==> config.mk <==
export PLATFORM = sky130hd
export DESIGN_NAME = ball_tracker
export DESIGN_NICKNAME = d
export VERILOG_FILES = /design/src/rtl/ball_pkg.sv /design/src/rtl/ball_velocity_est.sv /design/src/rtl/ball_tracker.sv
export SDC_FILE = /design/constraint.sdc
export NUM_CORES = 1
export LEC_CHECK = 0
export CORE_UTILIZATION = 32
export DETAILED_ROUTE_END_ITERATION = 10
export PLACE_DENSITY = 0.67
export SETUP_SLACK_MARGIN = 0.05
export SYNTH_ARGS = -nofsm -noshare
export SYNTH_HDL_FRONTEND = slang
export SYNTH_SLANG_ARGS = --single-unit
==> constraint.sdc <==
create_clock -name clk_50 -period 3.2 [get_ports clk_50]
set_clock_uncertainty 0.05 [all_clocks]
set_input_delay 0.96 -clock clk_50 [delete_from_list [all_inputs] [get_ports clk_50]]
set_output_delay 0.96 -clock clk_50 [all_outputs]
set_load 0.03 [all_outputs]
==> src/rtl/ball_pkg.sv <==
// Shared definitions for the ball tracker: grid geometry, cell characters
// and the tracker state encoding.
package ball_pkg;

  localparam int         GRID_DIM   = 16;
  localparam logic [7:0] CHAR_BALL  = 8'h6F;  // "o"
  localparam logic [7:0] CHAR_EMPTY = 8'h5F;  // "_"

  typedef enum logic [1:0] {
    ST_IDLE   = 2'd0,
    ST_SCAN   = 2'd1,
    ST_REPORT = 2'd2
  } tracker_state_t;

  // True when a cell holds the background character.
  function automatic logic is_empty_cell(input logic [7:0] c);
    return c == CHAR_EMPTY;
  endfunction

endpackage

==> src/rtl/ball_velocity_est.sv <==
// Frame-to-frame ball velocity estimator. Keeps the previous found position
// and produces new-minus-previous deltas whenever a frame result is committed.
// Only instantiated when BALL_TRACKER_VELOCITY_EN is defined.
module ball_velocity_est (
  input  logic              clk_50,
  input  logic              reset,
  input  logic              update,
  input  logic              found,
  input  logic [3:0]        pos_x,
  input  logic [3:0]        pos_y,
  output logic signed [4:0] vel_x,
  output logic signed [4:0] vel_y
);

  logic              prev_found_q, prev_found_d;
  logic [3:0]        prev_x_q, prev_x_d;
  logic [3:0]        prev_y_q, prev_y_d;
  logic signed [4:0] vel_x_q, vel_x_d;
  logic signed [4:0] vel_y_q, vel_y_d;

  // On a committed frame compute deltas (only if both frames saw the ball)
  // and remember this frame's position for the next one.
  always_comb begin
    prev_found_d = prev_found_q;
    prev_x_d     = prev_x_q;
    prev_y_d     = prev_y_q;
    vel_x_d      = vel_x_q;
    vel_y_d      = vel_y_q;
    if (update) begin
      if (found && prev_found_q) begin
        vel_x_d = $signed({1'b0, pos_x}) - $signed({1'b0, prev_x_q});
        vel_y_d = $signed({1'b0, pos_y}) - $signed({1'b0, prev_y_q});
      end else begin
        vel_x_d = 5'sd0;
        vel_y_d = 5'sd0;
      end
      prev_found_d = found;
      if (found) begin
        prev_x_d = pos_x;
        prev_y_d = pos_y;
      end
    end
  end

  // History and velocity registers.
  always_ff @(posedge clk_50 or posedge reset) begin
    if (reset) begin
      prev_found_q <= 1'b0;
      prev_x_q     <= 4'd0;
      prev_y_q     <= 4'd0;
      vel_x_q      <= 5'sd0;
      vel_y_q      <= 5'sd0;
    end else begin
      prev_found_q <= prev_found_d;
      prev_x_q     <= prev_x_d;
      prev_y_q     <= prev_y_d;
      vel_x_q      <= vel_x_d;
      vel_y_q      <= vel_y_d;
    end
  end

  assign vel_x = vel_x_q;
  assign vel_y = vel_y_q;

endmodule

==> src/rtl/ball_tracker.sv <==
// Ball tracker: scans a 16x16 character grid streamed row-major, reports the
// first ball cell of each complete frame, flags multiple hits and aborted
// frames. Velocity output is built only with BALL_TRACKER_VELOCITY_EN.
module ball_tracker #(
  parameter logic [7:0] OBJ_CHAR = ball_pkg::CHAR_BALL,
  parameter int         GRID_DIM = ball_pkg::GRID_DIM
) (
  input  logic              clk_50,
  input  logic              reset,
  input  logic              cell_valid,
  output logic              cell_ready,
  input  logic [7:0]        cell_char,
  input  logic              cell_sof,
  output logic              pos_valid,
  output logic              ball_found,
  output logic [3:0]        ball_position_x,
  output logic [3:0]        ball_position_y,
  output logic signed [4:0] ball_velocity_x,
  output logic signed [4:0] ball_velocity_y,
  output logic              multi_hit,
  output logic              frame_error
);

  import ball_pkg::*;

  localparam logic [7:0] LAST_CELL = 8'(GRID_DIM * GRID_DIM - 1);

  tracker_state_t state_q, state_d;
  logic [7:0]     cnt_q, cnt_d;

  // Partial results of the frame currently being scanned.
  logic       acc_found_q, acc_found_d;
  logic       acc_multi_q, acc_multi_d;
  logic [3:0] acc_x_q, acc_x_d;
  logic [3:0] acc_y_q, acc_y_d;

  // Published results of the last completed frame.
  logic       res_found_q, res_found_d;
  logic       res_multi_q, res_multi_d;
  logic [3:0] res_x_q, res_x_d;
  logic [3:0] res_y_q, res_y_d;

  logic       frame_error_q, frame_error_d;

  logic       accept;
  logic       is_ball;
  logic       commit;
  logic       scan_found, scan_multi;
  logic [3:0] scan_x, scan_y;

  assign cell_ready = (state_q != ST_REPORT);
  assign accept     = cell_valid && cell_ready;
  assign is_ball    = (cell_char == OBJ_CHAR);

  // Next-state, cell counting, hit accumulation and result commit.
  always_comb begin
    state_d       = state_q;
    cnt_d         = cnt_q;
    acc_found_d   = acc_found_q;
    acc_multi_d   = acc_multi_q;
    acc_x_d       = acc_x_q;
    acc_y_d       = acc_y_q;
    res_found_d   = res_found_q;
    res_multi_d   = res_multi_q;
    res_x_d       = res_x_q;
    res_y_d       = res_y_q;
    frame_error_d = 1'b0;
    commit        = 1'b0;
    scan_found    = acc_found_q;
    scan_multi    = acc_multi_q;
    scan_x        = acc_x_q;
    scan_y        = acc_y_q;

    case (state_q)
      ST_IDLE: begin
        // Only a start-of-frame cell opens a scan; it is cell (0,0).
        if (accept && cell_sof) begin
          state_d     = ST_SCAN;
          cnt_d       = 8'd1;
          acc_found_d = is_ball;
          acc_multi_d = 1'b0;
          acc_x_d     = 4'd0;
          acc_y_d     = 4'd0;
        end
      end
      ST_SCAN: begin
        if (accept) begin
          if (cell_sof) begin
            // Early start-of-frame: drop the partial frame and restart here.
            frame_error_d = 1'b1;
            cnt_d         = 8'd1;
            acc_found_d   = is_ball;
            acc_multi_d   = 1'b0;
            acc_x_d       = 4'd0;
            acc_y_d       = 4'd0;
          end else begin
            if (is_ball) begin
              if (acc_found_q) begin
                scan_multi = 1'b1;
              end else begin
                scan_found = 1'b1;
                scan_x     = cnt_q[3:0];
                scan_y     = cnt_q[7:4];
              end
            end
            if (cnt_q == LAST_CELL) begin
              commit      = 1'b1;
              state_d     = ST_REPORT;
              cnt_d       = 8'd0;
              res_found_d = scan_found;
              res_multi_d = scan_multi;
              if (scan_found) begin
                res_x_d = scan_x;
                res_y_d = scan_y;
              end
              acc_found_d = 1'b0;
              acc_multi_d = 1'b0;
              acc_x_d     = 4'd0;
              acc_y_d     = 4'd0;
            end else begin
              cnt_d       = cnt_q + 8'd1;
              acc_found_d = scan_found;
              acc_multi_d = scan_multi;
              acc_x_d     = scan_x;
              acc_y_d     = scan_y;
            end
          end
        end
      end
      default: begin
        // REPORT lasts a single cycle.
        state_d = ST_IDLE;
      end
    endcase
  end

  // State, counter, accumulator and result registers.
  always_ff @(posedge clk_50 or posedge reset) begin
    if (reset) begin
      state_q       <= ST_IDLE;
      cnt_q         <= 8'd0;
      acc_found_q   <= 1'b0;
      acc_multi_q   <= 1'b0;
      acc_x_q       <= 4'd0;
      acc_y_q       <= 4'd0;
      res_found_q   <= 1'b0;
      res_multi_q   <= 1'b0;
      res_x_q       <= 4'd0;
      res_y_q       <= 4'd0;
      frame_error_q <= 1'b0;
    end else begin
      state_q       <= state_d;
      cnt_q         <= cnt_d;
      acc_found_q   <= acc_found_d;
      acc_multi_q   <= acc_multi_d;
      acc_x_q       <= acc_x_d;
      acc_y_q       <= acc_y_d;
      res_found_q   <= res_found_d;
      res_multi_q   <= res_multi_d;
      res_x_q       <= res_x_d;
      res_y_q       <= res_y_d;
      frame_error_q <= frame_error_d;
    end
  end

  assign pos_valid       = (state_q == ST_REPORT);
  assign ball_found      = res_found_q;
  assign multi_hit       = res_multi_q;
  assign ball_position_x = res_x_q;
  assign ball_position_y = res_y_q;
  assign frame_error     = frame_error_q;

`ifdef BALL_TRACKER_VELOCITY_EN
  ball_velocity_est u_vel (
    .clk_50 (clk_50),
    .reset  (reset),
    .update (commit),
    .found  (res_found_d),
    .pos_x  (res_x_d),
    .pos_y  (res_y_d),
    .vel_x  (ball_velocity_x),
    .vel_y  (ball_velocity_y)
  );
`else
  logic unused_commit;
  assign unused_commit   = commit;
  assign ball_velocity_x = 5'sd0;
  assign ball_velocity_y = 5'sd0;
`endif

endmodule

==> summary.txt <==
Status
  • Status: complete, but fails checks
  • Failing checks: design-rule violations

Synthesis
  • Synth Area in Adders: 0.00815
  • Post-synth ARST share: 1.00
  • Synth cell types: 41
  • Synth top area share: 0.505
  • Synth top area cells: dfrtp_1 51%, buf_4 4.9%, a22o_1 4.6%
  • Area leader, netlist: dfrtp_1
  • Ys Warns: 0
  • Sequential fraction of the synthesis area: 0.505
  • Yosys reg bits: 31
  • Post-synthesis simple-gate area fraction: 0.191
  • Number of synthesized flops with an enable pin: 0
  • Main combinational cell family by area after synthesis: compound AO/OA/AOI/OAI gates
  • Xor-xnor portion of the synthesized cell area: 0.0285
  • Mapped Avg Cell Area: 11.0 um2
  • Synth Cell Area: 1540 um2
  • Synth Area in Compound Gates: 0.192
  • Synthesized instance count: 139
  • Multiplexer share of the synthesized area: 0
  • Main synth FF type: dfrtp_1

Worst setup path
  • CP max stage cell: clkdlybuf4s50_1
  • Worst EP required: 2190 ps
  • Max FO, Critical Path: 6
  • Worst Setup Start Kind: flop
  • Crit path kind: reg -> out
  • CP endpoint kind: output pin
  • WP buf/inv: 2
  • Critical path arrival: 1590 ps
  • Critical-path cell list: nand2b_1, inv_1, clkdlybuf4s50_1
  • Slowest stage delay, CP: 650 ps
  • Top delay family on crit path: buffers and inverters

GRT
  • First-pass GRT wire length: 4760 um
  • Overflow after GRT: 0
  • Initial antenna violation count: 0
  • All-Layer GR Usage: 0.126
  • Largest net degree at the start of global routing: 32
  • Vias in the first global route: 1,017

Drt
  • DRT Wirelength: 2900 um
  • Wire per inst: 13.1 um
  • Antenna Violating Nets Remaining: 0
  • First-pass DRT Iterations: 7
  • Vias after detailed routing: 1,092
  • Routed vias/inst: 4.94
  • Iter 0 DRT Violations: 70
  • Residual DRC: 1

STA
  • Post-route minimum period: 2600 ps
  • TNS Setup: 0 ps
  • Slew Limit Fails: 0
  • Final Hold Fails: 0
  • Finish-stage setup viols: 0
  • Crit share post-route: 0.811
  • Fmax: 0.385 GHz
  • RSZ-0062 raised after global routing: false

Placement
  • Dpl hpwl: 2160 um
  • Buffers on Ports: 24
  • Routability cong.: 0.739

Die
  • Core Area: 4470 um2
  • Die height: 71.3 um
  • Die Wd: 71.3 um
  • Initial Util: 0.343
  • Ports: 35
  • Rows: 24
  • Die ar.: 5080 um2

Power and ir drop
  • Power, Total: 0.790 mW
  • Sw frac: 0.247
  • Clk network pwr share: 0.384
  • PwrDens: 419 nW/um2
  • Leakage: 0.814 nW
  • Combinational Power Share: 0.093
  • Max VDD drop: 0.000134 V
  • Net Sw Power: 0.195 mW
  • Seq pwr share: 0.523
  • Internal: 0.595 mW

Layout
  • Layout area overhead: 22.9%
  • Ratio of cells with drive above 1 in the final layout: 0.118
  • Final #Nets: 182
  • Antenna cell count: 0
  • Most frequent cells in the layout: 31 x dfrtp_1, 24 x clkdlybuf4s50_1, 12 x nor2_1
  • Commonest non-fill, non-tap cell in the layout: dfrtp_1

Clock tree
  • Post-cts resize count: 0
  • Root buf cell: clkbuf_8
  • Max H-tree Level: 2
  • CTS Buffer Depth: 2
  • Post-CTS setup buffer count: 0
  • Clock transition at path regs: 60 ps
  • CTS tree: yes
  • Cts bufs inserted: 5
  • Sinks on Clock Net: 31
  • CTS Hold Bufs: 0
  • Worst-Skew Late Latency: 280 ps

Min path
  • Min-delay worst type: reg -> reg

Job
  • Max-capacitance violation count: 0
## routing by layer
metal / global-route usage / wire, um / vias to the layer above
li1: - / - / 545
met1: 0.157 / 1390 / 520
met2: 0.185 / 1330 / 22
met3: 0.0520 / 131 / 5
met4: 0.0667 / 55 / 0
met5: 0 / 0 / -
## cells in the mapped netlist (4+ instances only)
cell and n:
dfrtp_1 31, nor2_1 12, buf_4 10, a22o_1 8
nand2_1 8, a21oi_1 5, inv_1 5, o22a_1 5
xnor2_1 5, nor3_1 4, nor4_1 4, o21ai_0 4
## metrics by stage
step / util / hold slack, ps / cell area (um2) / setup slack, ps / instances
after detailed placement: 0.402 / 416 / 1800 / 362 / 214
final: 0.422 / 426 / 1890 / 605 / 221
after CTS: 0.422 / 431 / 1890 / 591 / 221
after floorplan: - / 410 / 1570 / 949 / 148
after global placement: 0.402 / 412 / 1800 / 386 / 214
after global routing: 0.422 / 437 / 1890 / 521 / 221
## kinds of logic after synthesis
kind of cell | after synthesis
xor gates and xnor gates | 5
buffers and inverters | 18
AOI/OAI and AO/OA | 37
and+or+nand+nor | 46
other | 1
adders and majority gates | 1
DFF | 31
## final cells by class
type / instances / area, um2
Sequential cell: 31 / 776
Multi-Input combinational cell: 99 / 681
Clock inverter: 1 / 5.00
Clock buffer: 6 / 82.6
Inverter: 6 / 22.5
Fill cell: 426 / 2590
Tap cell: 52 / 65.1
Timing Repair Buffer: 26 / 255
## power groups by stage
stage	clock (mW)	sequential, mW	combinational, mW
after detailed placement	0	0.420	0.0740
final	0.303	0.414	0.0734
after global placement	0	0.421	0.0741
after CTS	0.313	0.413	0.0745
after global routing	0.335	0.414	0.0819
after floorplan	0	0.418	0.0585
## worst paths after layout
| kind | start | cells after the start | to | slack, ps |
|---|---|---|---|---|
| max reg2reg | cnt_q[0] | 5 | ball_position_x[1] | 1340 |
| min | ball_found | 1 | ball_found | 430 |
| min reg2reg | ball_found | 1 | ball_found | 430 |
| min in group asynchronous | reset | 3 | ball_position_x[3] | 990 |
| max | state_q[0] | 3 | pos_valid | 600 |
| max in group asynchronous | reset | 3 | acc_x_q[1] | 1820 |
## sequential cells by signal, summed over array words and instances (netlist names)
signal,flops
frame_error,1
multi_hit,1
cnt_q,8
ball_position_x,4
acc_found_q,1
ball_position_y,4
acc_x_q,4
acc_multi_q,1
state_q,2
ball_found,1
acc_y_q,4
No activity file was read; power rests on OpenSTA's default activity.
